--- src/rtl/uart_pkg.sv ---
// uart_pkg: shared UART transmitter types, encodings and FIFO sizing.
package uart_pkg;
  typedef enum logic [2:0] {ST_IDLE, ST_START, ST_DATA, ST_PARITY, ST_STOP} tx_state_e;
  typedef enum logic [1:0] {WLEN_5 = 2'b00, WLEN_6 = 2'b01, WLEN_7 = 2'b10, WLEN_8 = 2'b11} wlen_e;
  localparam int UART_TX_FIFO_DEPTH = 16;
  localparam int UART_TX_PTR_W = 4;
  function automatic logic [7:0] wlen_mask(input logic [1:0] w);
    return 8'hFF >> (2'd3 - w);
  endfunction
endpackage

--- src/rtl/uart_tx_fifo.sv ---
// uart_tx_fifo: 16x8 synchronous transmit FIFO with flush; single_i limits it to one entry.
module uart_tx_fifo import uart_pkg::*; (
  input  logic       CLK,
  input  logic       RESETn,
  input  logic       push_i,
  input  logic       pop_i,
  input  logic       flush_i,
  input  logic       single_i,
  input  logic [7:0] din_i,
  output logic [7:0] dout_o,
  output logic       full_o,
  output logic       empty_o
);
  localparam logic [UART_TX_PTR_W:0] DEPTH_N = (UART_TX_PTR_W+1)'(UART_TX_FIFO_DEPTH);
  logic [7:0] mem_q [UART_TX_FIFO_DEPTH];
  logic [UART_TX_PTR_W-1:0] wr_q, rd_q;
  logic [UART_TX_PTR_W:0] cnt_q, cnt_d;
  logic do_push, do_pop;
  assign do_pop = pop_i & ~empty_o;
  // a pop frees the slot, so a write to a full FIFO in the same cycle is accepted
  assign do_push = push_i & (~full_o | do_pop);
  assign cnt_d = flush_i ? '0 : cnt_q + (UART_TX_PTR_W+1)'(do_push) - (UART_TX_PTR_W+1)'(do_pop);
  assign dout_o = mem_q[rd_q];
  always_ff @(posedge CLK or negedge RESETn) begin
    if (!RESETn) begin
      wr_q <= '0;
      rd_q <= '0;
      cnt_q <= '0;
      full_o <= 1'b0;
      empty_o <= 1'b1;
    end else begin
      wr_q <= flush_i ? '0 : wr_q + UART_TX_PTR_W'(do_push);
      rd_q <= flush_i ? '0 : rd_q + UART_TX_PTR_W'(do_pop);
      cnt_q <= cnt_d;
      full_o <= cnt_d == (single_i ? (UART_TX_PTR_W+1)'(1) : DEPTH_N);
      empty_o <= cnt_d == '0;
    end
  end
  always_ff @(posedge CLK) begin
    if (do_push) mem_q[wr_q] <= din_i;
  end
endmodule

--- src/rtl/uart_tx.sv ---
// uart_tx: UART transmitter with FIFO, configurable frame format, break and abort.
module uart_tx import uart_pkg::*; (
  input  logic       CLK,
  input  logic       RESETn,
  input  logic       Baud16,
  input  logic       En,
  input  logic       TxEn,
  input  logic [1:0] WLEN,
  input  logic       PEN,
  input  logic       EPS,
  input  logic       STP2,
  input  logic       BRK,
  input  logic       FEN,
  input  logic [7:0] TxData,
  input  logic       TxWrite,
  output logic       TxFull,
  output logic       TxEmpty,
  output logic       Busy,
  output logic       TXD
);
  tx_state_e state_q, state_d;
  logic [3:0] tick_q, tick_d;
  logic [2:0] bit_q, bit_d;
  logic [7:0] sh_q, sh_d, fifo_dout;
  logic [1:0] wlen_q, wlen_d;
  logic pen_q, pen_d, eps_q, eps_d, stp2_q, stp2_d, par_q, par_d;
  logic txd_q, txd_d, fen_q;
  logic empty, full, go, bit_end, last_data, start;
  uart_tx_fifo u_fifo (
    .CLK(CLK),
    .RESETn(RESETn),
    .push_i(TxWrite),
    .pop_i(start),
    .flush_i(FEN != fen_q),
    .single_i(~FEN),
    .din_i(TxData),
    .dout_o(fifo_dout),
    .full_o(full),
    .empty_o(empty)
  );
  assign go = Baud16 & En & TxEn & ~empty;
  assign bit_end = Baud16 & (tick_q == 4'd15);
  assign last_data = bit_q == {1'b0, wlen_q} + 3'd4;
  always_comb begin
    state_d = state_q;
    tick_d = tick_q;
    bit_d = bit_q;
    sh_d = sh_q;
    wlen_d = wlen_q;
    pen_d = pen_q;
    eps_d = eps_q;
    stp2_d = stp2_q;
    par_d = par_q;
    start = 1'b0;
    // the tick counter wraps 15->0 on the pulse that ends a bit
    if (state_q != ST_IDLE && Baud16) tick_d = tick_q + 4'd1;
    unique case (state_q)
      ST_IDLE: start = go;
      ST_START: state_d = bit_end ? ST_DATA : ST_START;
      ST_DATA: if (bit_end) begin
        sh_d = sh_q >> 1;
        bit_d = last_data ? 3'd0 : bit_q + 3'd1;
        state_d = !last_data ? ST_DATA : pen_q ? ST_PARITY : ST_STOP;
      end
      ST_PARITY: state_d = bit_end ? ST_STOP : ST_PARITY;
      ST_STOP: if (bit_end) begin
        if (stp2_q && bit_q == 3'd0) bit_d = 3'd1;
        else begin
          state_d = ST_IDLE;
          bit_d = 3'd0;
          start = go;
        end
      end
      default: state_d = ST_IDLE;
    endcase
    if (start) begin
      state_d = ST_START;
      tick_d = 4'd0;
      bit_d = 3'd0;
      sh_d = fifo_dout;
      wlen_d = WLEN;
      pen_d = PEN;
      eps_d = EPS;
      stp2_d = STP2;
      par_d = EPS ? ^(fifo_dout & wlen_mask(WLEN)) : ~^(fifo_dout & wlen_mask(WLEN));
    end
    if (!En) begin
      state_d = ST_IDLE;
      tick_d = 4'd0;
      bit_d = 3'd0;
    end
    txd_d = BRK ? 1'b0 : state_d == ST_START ? 1'b0 : state_d == ST_DATA ? sh_d[0] :
            state_d == ST_PARITY ? par_d : 1'b1;
  end
  always_ff @(posedge CLK or negedge RESETn) begin
    if (!RESETn) begin
      state_q <= ST_IDLE;
      tick_q <= '0;
      bit_q <= '0;
      sh_q <= '0;
      wlen_q <= WLEN_8;
      pen_q <= 1'b0;
      eps_q <= 1'b0;
      stp2_q <= 1'b0;
      par_q <= 1'b0;
      txd_q <= 1'b1;
      fen_q <= 1'b0;
    end else begin
      state_q <= state_d;
      tick_q <= tick_d;
      bit_q <= bit_d;
      sh_q <= sh_d;
      wlen_q <= wlen_d;
      pen_q <= pen_d;
      eps_q <= eps_d;
      stp2_q <= stp2_d;
      par_q <= par_d;
      txd_q <= txd_d;
      fen_q <= FEN;
    end
  end
  assign TXD = txd_q;
  assign TxEmpty = empty;
  assign TxFull = full;
  assign Busy = (state_q != ST_IDLE) | ~empty;
endmodule
--- config.mk ---
export PLATFORM = sky130hd
export DESIGN_NAME = uart_tx
export DESIGN_NICKNAME = d
export VERILOG_FILES = /design/src/rtl/uart_pkg.sv /design/src/rtl/uart_tx_fifo.sv /design/src/rtl/uart_tx.sv
export SDC_FILE = /design/constraint.sdc
export NUM_CORES = 1
export LEC_CHECK = 0
export CORE_MARGIN = 2
export CORE_UTILIZATION = 30
export CTS_CLUSTER_DIAMETER = 200
export DETAILED_ROUTE_END_ITERATION = 7
export HOLD_SLACK_MARGIN = 0.12
export SYNTH_ARGS = -nofsm -noshare
export SYNTH_HDL_FRONTEND = slang
export SYNTH_HIERARCHICAL = 1
export SYNTH_SLANG_ARGS = --single-unit
--- constraint.sdc ---
create_clock -name CLK -period 4.85 [get_ports CLK]
set_clock_uncertainty 0.15 [all_clocks]
set_input_delay 0.97 -clock CLK [delete_from_list [all_inputs] [get_ports CLK]]
set_output_delay 0.97 -clock CLK [all_outputs]
set_load 0.03 [all_outputs]
; Word level (Yosys, flattened, before mapping)
; Memories as Yosys holds them, arrays and structs flattened.
; Index checks and enable logic that the tools add are counted.
[totals]
ramBits = 128
elab_cells = 102
ff_bits = 40
n_memories = 1
output_inout_bits = 4
[op_classes]
mux = 38
n_eq_ne = 15
n_bitwise = 11
n_shift = 1
addsub = 8
reduce_logical = 12
[mem_list]
columns = memory, words, word_bits, rd, rd_clocked_by_memory_dff, write_ports, line_no
row1 = u_fifo.mem_q, 16, 8, 1, 0, 1, uart_tx_fifo.sv:15  ; logic [7:0] mem_q [UART_TX_FIFO_DEPTH];
[op_table]
columns = operator, n
row1 = 3-bit two-way mux, 13
row2 = 8-bit two-way mux, 3
row3 = 4-bit two-way mux, 5
row4 = 3-bit one-hot mux with 5 select lines, 1
row5 = 3-bit by 2-bit == test with 1-bit output (second input constant), 4
row6 = 1-bit two-way mux, 11
row7 = 5-bit two-way mux, 2
row8 = 4-bit by 1-bit adder with 4-bit output, 2
row9 = 8-bit bitwise AND, 1
row10 = 4-bit by 3-bit != test with 1-bit output (second input constant), 2
row11 = 8-bit XNOR reduction, 1
row12 = 8-bit XOR reduction, 1
row13 = 8-bit by 2-bit >> shifter with 8-bit output (first input constant), 1
row14 = 1-bit bitwise AND, 6
row15 = 3-bit by 1-bit == test with 1-bit output (second input constant), 2
row16 = 3-bit logical NOT, 2
row17 = 3-bit one-hot mux with 2 select lines, 1
row18 = 5-bit by 1-bit adder with 5-bit output, 1
row19 = 5-bit == test, 1
row20 = 5-bit logical NOT, 1
row21 = 5-bit by 1-bit subtractor with 5-bit output, 1
row22 = 4-bit by 1-bit adder with 4-bit output (second input constant), 1
row23 = 4-bit == test (second input constant), 1
row24 = 4-bit by 1-bit != test with 1-bit output (second input constant), 1
row25 = other kinds (16), 20

; Longest topological paths before layout
[logic_depth]
word_depth = 13
mapped_depth = 16
depth_no_buf = 15

; Cells and area by module
; The synthesis kept the hierarchy.
[by_module_without_submodules]
columns = module, area_each_um2, instances, cells_per_inst, seq_area_each_um2
row1 = uart_tx_fifo, 5756.8, 1, 298, 4220.3
row2 = uart_tx, 1430.1, 1, 138, 629.4

; Worst setup path after synthesis
; No wires, ideal clock.
[synth_path]
path_kind = in2reg
startpoint = input Baud16
endpoint = register u_fifo.full_o
stages = 14
slack_ps = 608
required_ps = 4606
setup_ps = 94
arrival_ps = 3998
path_cell_list = and4_1 a21boi_1 nor2_1 buf_2 nor2b_1 o21ai_0 ha_1 inv_1 ha_1 fa_1 nand3_1 a21oi_1 or4_1 a211oi_1
[synth_between]
elab_chain_len = 13
elab_cells_between_ends = 14
classes_between = add/sub (2) / eq/ne (1) / mux (4) / bitwise (7)
[synth_lines]
columns = element, line_no
row1 = "start, declared", uart_tx.sv:5  ; input logic Baud16,
row2 = 1-bit bitwise AND (3 in series), uart_tx.sv:41  ; assign go = Baud16 & En & TxEn & ~empty;
row3 = 1-bit two-way mux, uart_tx.sv:67  ; if (stp2_q && bit_q == 3'd0) bit_d = 3'd1;
row4 = 1-bit two-way mux, uart_tx.sv:66  ; ST_STOP: if (bit_end) begin
row5 = 1-bit one-hot mux with 2 select lines (*), uart_tx.sv:57  ; unique case (state_q)
row6 = named net start, uart_tx.sv:28  ; logic empty, full, go, bit_end, last_data, start;
row7 = 1-bit bitwise AND (*), uart_tx_fifo.sv:19  ; assign do_pop = pop_i & ~empty_o;
row8 = 1-bit bitwise OR, uart_tx_fifo.sv:21  ; assign do_push = push_i & (~full_o | do_pop);
row9 = 1-bit bitwise AND, uart_tx_fifo.sv:21
row10 = 5-bit by 1-bit adder with 5-bit output, uart_tx_fifo.sv:22  ; assign cnt_d = flush_i ? '0 : cnt_q + (UART_TX_PTR_W+1)'(do_push) - (UART_TX_PTR_W+1)'(do_pop);
row11 = 5-bit by 1-bit subtractor with 5-bit output (*), uart_tx_fifo.sv:22
row12 = 5-bit two-way mux (*), uart_tx_fifo.sv:22
row13 = 5-bit == test (*), uart_tx_fifo.sv:35  ; full_o <= cnt_d == (single_i ? (UART_TX_PTR_W+1)'(1) : DEPTH_N);
row14 = "end signal, assigned", uart_tx_fifo.sv:35
row15 = "end, declared", uart_tx_fifo.sv:11  ; output logic full_o,
; Mark *: on every way through the listed nets, which the timed path passes. The rest lies on a longest branch.
; A chain may end at the register's enable or synchronous reset.

; Worst setup path in the final report
[layout_path]
startpoint = input Baud16
endpoint = register u_fifo.full_o
[layout_between]
elab_chain_len = 13
elab_cells_between_ends = 14
classes_between = add/sub (2) / eq/ne (1) / mux (4) / bitwise (7)
[layout_lines]
columns = element, line_no
row1 = 1-bit bitwise AND (3 in series), uart_tx.sv:41
row2 = 1-bit two-way mux, uart_tx.sv:67
row3 = 1-bit two-way mux, uart_tx.sv:66
row4 = 1-bit one-hot mux with 2 select lines (*), uart_tx.sv:57
row5 = 1-bit bitwise AND (*), uart_tx_fifo.sv:19
row6 = 1-bit bitwise OR, uart_tx_fifo.sv:21
row7 = 1-bit bitwise AND, uart_tx_fifo.sv:21
row8 = 5-bit by 1-bit adder with 5-bit output, uart_tx_fifo.sv:22
row9 = 5-bit by 1-bit subtractor with 5-bit output (*), uart_tx_fifo.sv:22
row10 = 5-bit two-way mux (*), uart_tx_fifo.sv:22
row11 = 5-bit == test (*), uart_tx_fifo.sv:35
; Every way passes the cells marked *; elsewhere a longest branch is shown, timed or not.

==> metrics.md <==
| Metric | Value |
|---|---|
| Startpoint types | `input port` |
| Pwr Total | `roughly 3.7 mW` |
| Placed Area | `slightly below 8000 µm²` |
| Compound-Gate Fraction of Synth Area | `6.56%` |
| Resize count post-CTS | `0` |
| Clk buf depth | `2` |
| Setup repair bufs after CTS | `0` |
| CTS tree | `done` |
| Fin. Hold Viols | `0` |
| Largest fanout on the critical path | `5` |
| Fillers | `around 2,200` |
| Vias in the first global route | `4,099` |
| Area added between synthesis and finish | `17.5%` |
| HP Class | `reg2reg` |
| FF/Latch Area | `4850 µm²` |
| Setup CP Type | `in2reg` |
| F_max | `approximately 230 MHz` |
| Core Rows | `56` |
| Die width | `159 µm` |
| Worst Tran Pin Value | `0.990 ns` |
| Netlist cell types | `59` |
| Final GP Congestion | `0.832` |
| Syn_nets | `470` |
| Avg WL per Cell | `about 18 µm` |
| Finish-stage setup viols | `0` |
| Share of cells above drive strength 1 | `18.8%` |
| Post-synth ARST share | `23.8%` |
| Mapped cell area | `7190 µm²` |
| RSZ-0062 raised after global routing | `no` |
| Core area | `~23,000 µm²` |
| Synth area leader | `edfxtp_1` |
| Critical Path Sink Type | `flip-flop` |
| Max VDD drop | `between 200 and 250 µV` |
| Reg2reg path depth | `15` |
| GRT Total Usage | `12.3%` |
| Starting Density | `30.6%` |
| Synth area leaders | `edfxtp_1, dfrtp_1, mux4_2` |
| Slew HR | `approximately a third` |
| Sequential share of the synthesized area | `67.5%` |
| Tcrit/Tclk final | `89.0%` |
| Vias | `roughly 4,000` |
| Max-cap violations | `0` |
| Depth of the worst hold-timing path | `1` |
| Boundary Pins | `25` |
| Port Buffers | `24` |
| Post-synthesis simple-gate area fraction | `7.05%` |
| Final nets | `515` |
| Critical Path RT | `5.04 ns` |
| GRT Residual Overflow | `0` |
| Syn Area/Cell | `16.5 µm²` |
| Die ar. | `25,200 µm²` |
| Seq cells post-synth | `between 150 and 200` |
| Vias per inst | `4.89` |
| Drt first pass iters | `5` |
| Xor/xnor cell area share of the yosys netlist | `approximately 2.5%` |
| Mux contribution to synthesized area | `11.5%` |
| Initial antenna violation count | `0` |
| Top_reg_cell synth | `edfxtp_1` |
| Diode count | `0` |
| CTS Hold Bufs | `0` |
| Initial DRC Count | `355` |
| Largest net degree at the start of global routing | `41` |
| Pleak | `2.98 nW` |
| Root buf cell | `clkbuf_16` |
| H-tree depth | `4` |
| Setup TNS after final layout | `0 ns` |
| Largest family of logic cells by synthesized area | `multiplexers` |
| Power per cell area | `442 nW/µm²` |
| Adder-cell share of the synthesized area | `under 10%` |
| Area of the multi-input gates | `2150 µm²` |
| Chip Height | `~160 µm` |
| DP HPWL | `9850 µm` |
| TritonCTS buffer count | `17` |
| Clock-pin slew on the worst setup and hold paths | `0.07 ns` |
| First-pass GRT wire length | `23,500 µm` |
| Share of the synthesized area in the top cell type | `between 50% and 60%` |
| Drt drc | `0` |
| ANT nets after route | `0` |
| Fin crit period | `between 4 and 5 ns` |
| Outcome | `finished, final reports clean` |
| Synth warn | `6` |
| CP arrival | `4.50 ns` |
| Clock Latency Late Sink | `0.43 ns` |
| Drt total wl | `between 10,000 and 15,000 µm` |
| Max-slew violations | `0` |
| Number of enable flip-flop cells after synthesis | `128` |
| CTS Sinks | `168` |
| Post-Synthesis Cells | `436` |
| Fin area | `8440 µm²` |
-- cells in the final DEF, fill, tap and decap left out, drive strengths merged, types with 3 or more instances in the layout --
master,count
edfxtp,128
dfrtp,36
mux4,32
nor2,29
clkdlybuf4s50,23
inv,23
buf,21
nand2,19
a22oi,17
clkbuf,17
ha,12
xor2,11
nor2b,11
o21ai,9
a21oi,8
nand3,7
xnor2,7
nor3,7
a22o,7
a21o,6
clkinv,6
mux2,5
dfstp,4
nand3b,4
nand4,3
o211ai,3
o22ai,3
nand2b,3
-- path summary, 6_finish.rpt --
path / from / end / slack [ns]
worst min register to register: sh_q[2] / sh_q[2] / 0.33
worst max-delay path: Baud16 / u_fifo/full_o / 0.53
min in group asynchronous: RESETn / pen_q / 0.51
worst max register to register: bit_q[0] / u_fifo/full_o / 1.00
worst min-delay path: sh_q[2] / sh_q[2] / 0.33
max in group asynchronous: RESETn / u_fifo/rd_q[0] / 3.41
-- through the flow --
stage	std cells	util [%]	hold WS (ns)	setup WS [ns]
after floorplan	436	-	0.299	0.608
after global placement	781	33.5	0.314	0.318
after detailed placement	781	33.5	0.317	0.146
after CTS	813	36.0	0.332	0.522
after global routing	813	36.0	0.349	0.268
final	813	36.0	0.328	0.534
-- power by group --
group	leakage [nW]	internal [mW]	switching (mW)
combinational	1.03	0.300	0.353
clock	0.280	0.686	0.616
sequential	1.67	1.70	0.0769
-- worst max-delay path, cell delays in order --
cell and delay (ns):
clkdlybuf4s50_1 0.53, and4_1 0.30, a21boi_1 0.12, nor2_1 0.13
nor2b_1 0.27, o21ai_0 0.22, ha_1 0.35, inv_1 0.04
ha_1 0.20, fa_1 0.44, nand3_1 0.10, a21oi_1 0.11
or4_1 0.47, a211oi_1 0.24
-- metal layers --
layer,vias up,GRT usage (%),wire [µm]
met2,108,21.2,7610
met3,13,3.11,662
li1,1794,-,-
met4,0,3.63,148
met1,2061,15.2,6490
met5,-,0,0
-- synth_stat cells (all sizes together), types with 3 or more instances --
master	n
nand2b	3
a22oi	17
o211ai	3
edfxtp	128
mux4	32
ha	12
a22o	7
a21oi	8
nand3	7
xnor2	7
mux2	5
dfstp	4
nand3b	4
o22ai	3
nor3	7
o21ai	9
nand2	19
nor2b	11
dfrtp	36
clkbuf	4
a21o	6
nor2	29
inv	16
xor2	11
nand4	3
buf	14
-- registers in the layout (all words and copies together) (netlist names), 2 cells and up --
| register | count |
|---|---|
| bit_q | 3 |
| sh_q | 8 |
| state_q | 3 |
| tick_q | 4 |
| u_fifo/cnt_q | 5 |
| u_fifo/mem_q | 128 |
| u_fifo/rd_q | 4 |
| u_fifo/wr_q | 4 |
| wlen_q | 2 |
-- kinds of logic (layout without fill, tap and decap cells) --
kind of cell | after synthesis | after routing
flops | 168 | 168
mux | 38 | 38
xor+xnor | 19 | 19
simple gates | 99 | 99
compound gates | 65 | 65
buf+inv | 34 | 92
fa+ha+maj | 13 | 13
-- final cells by class --
class / count / share of cell area, %
Sequential cell: 168 / 57.4
Multi-Input combinational cell: 234 / 25.5
Clock buffer: 17 / 5.04
Tap cell: 319 / 4.73
Timing Repair Buffer: 44 / 4.71
Clock inverter: 15 / 1.87
Inverter: 16 / 0.711
Power figures use the tool's default switching activity.
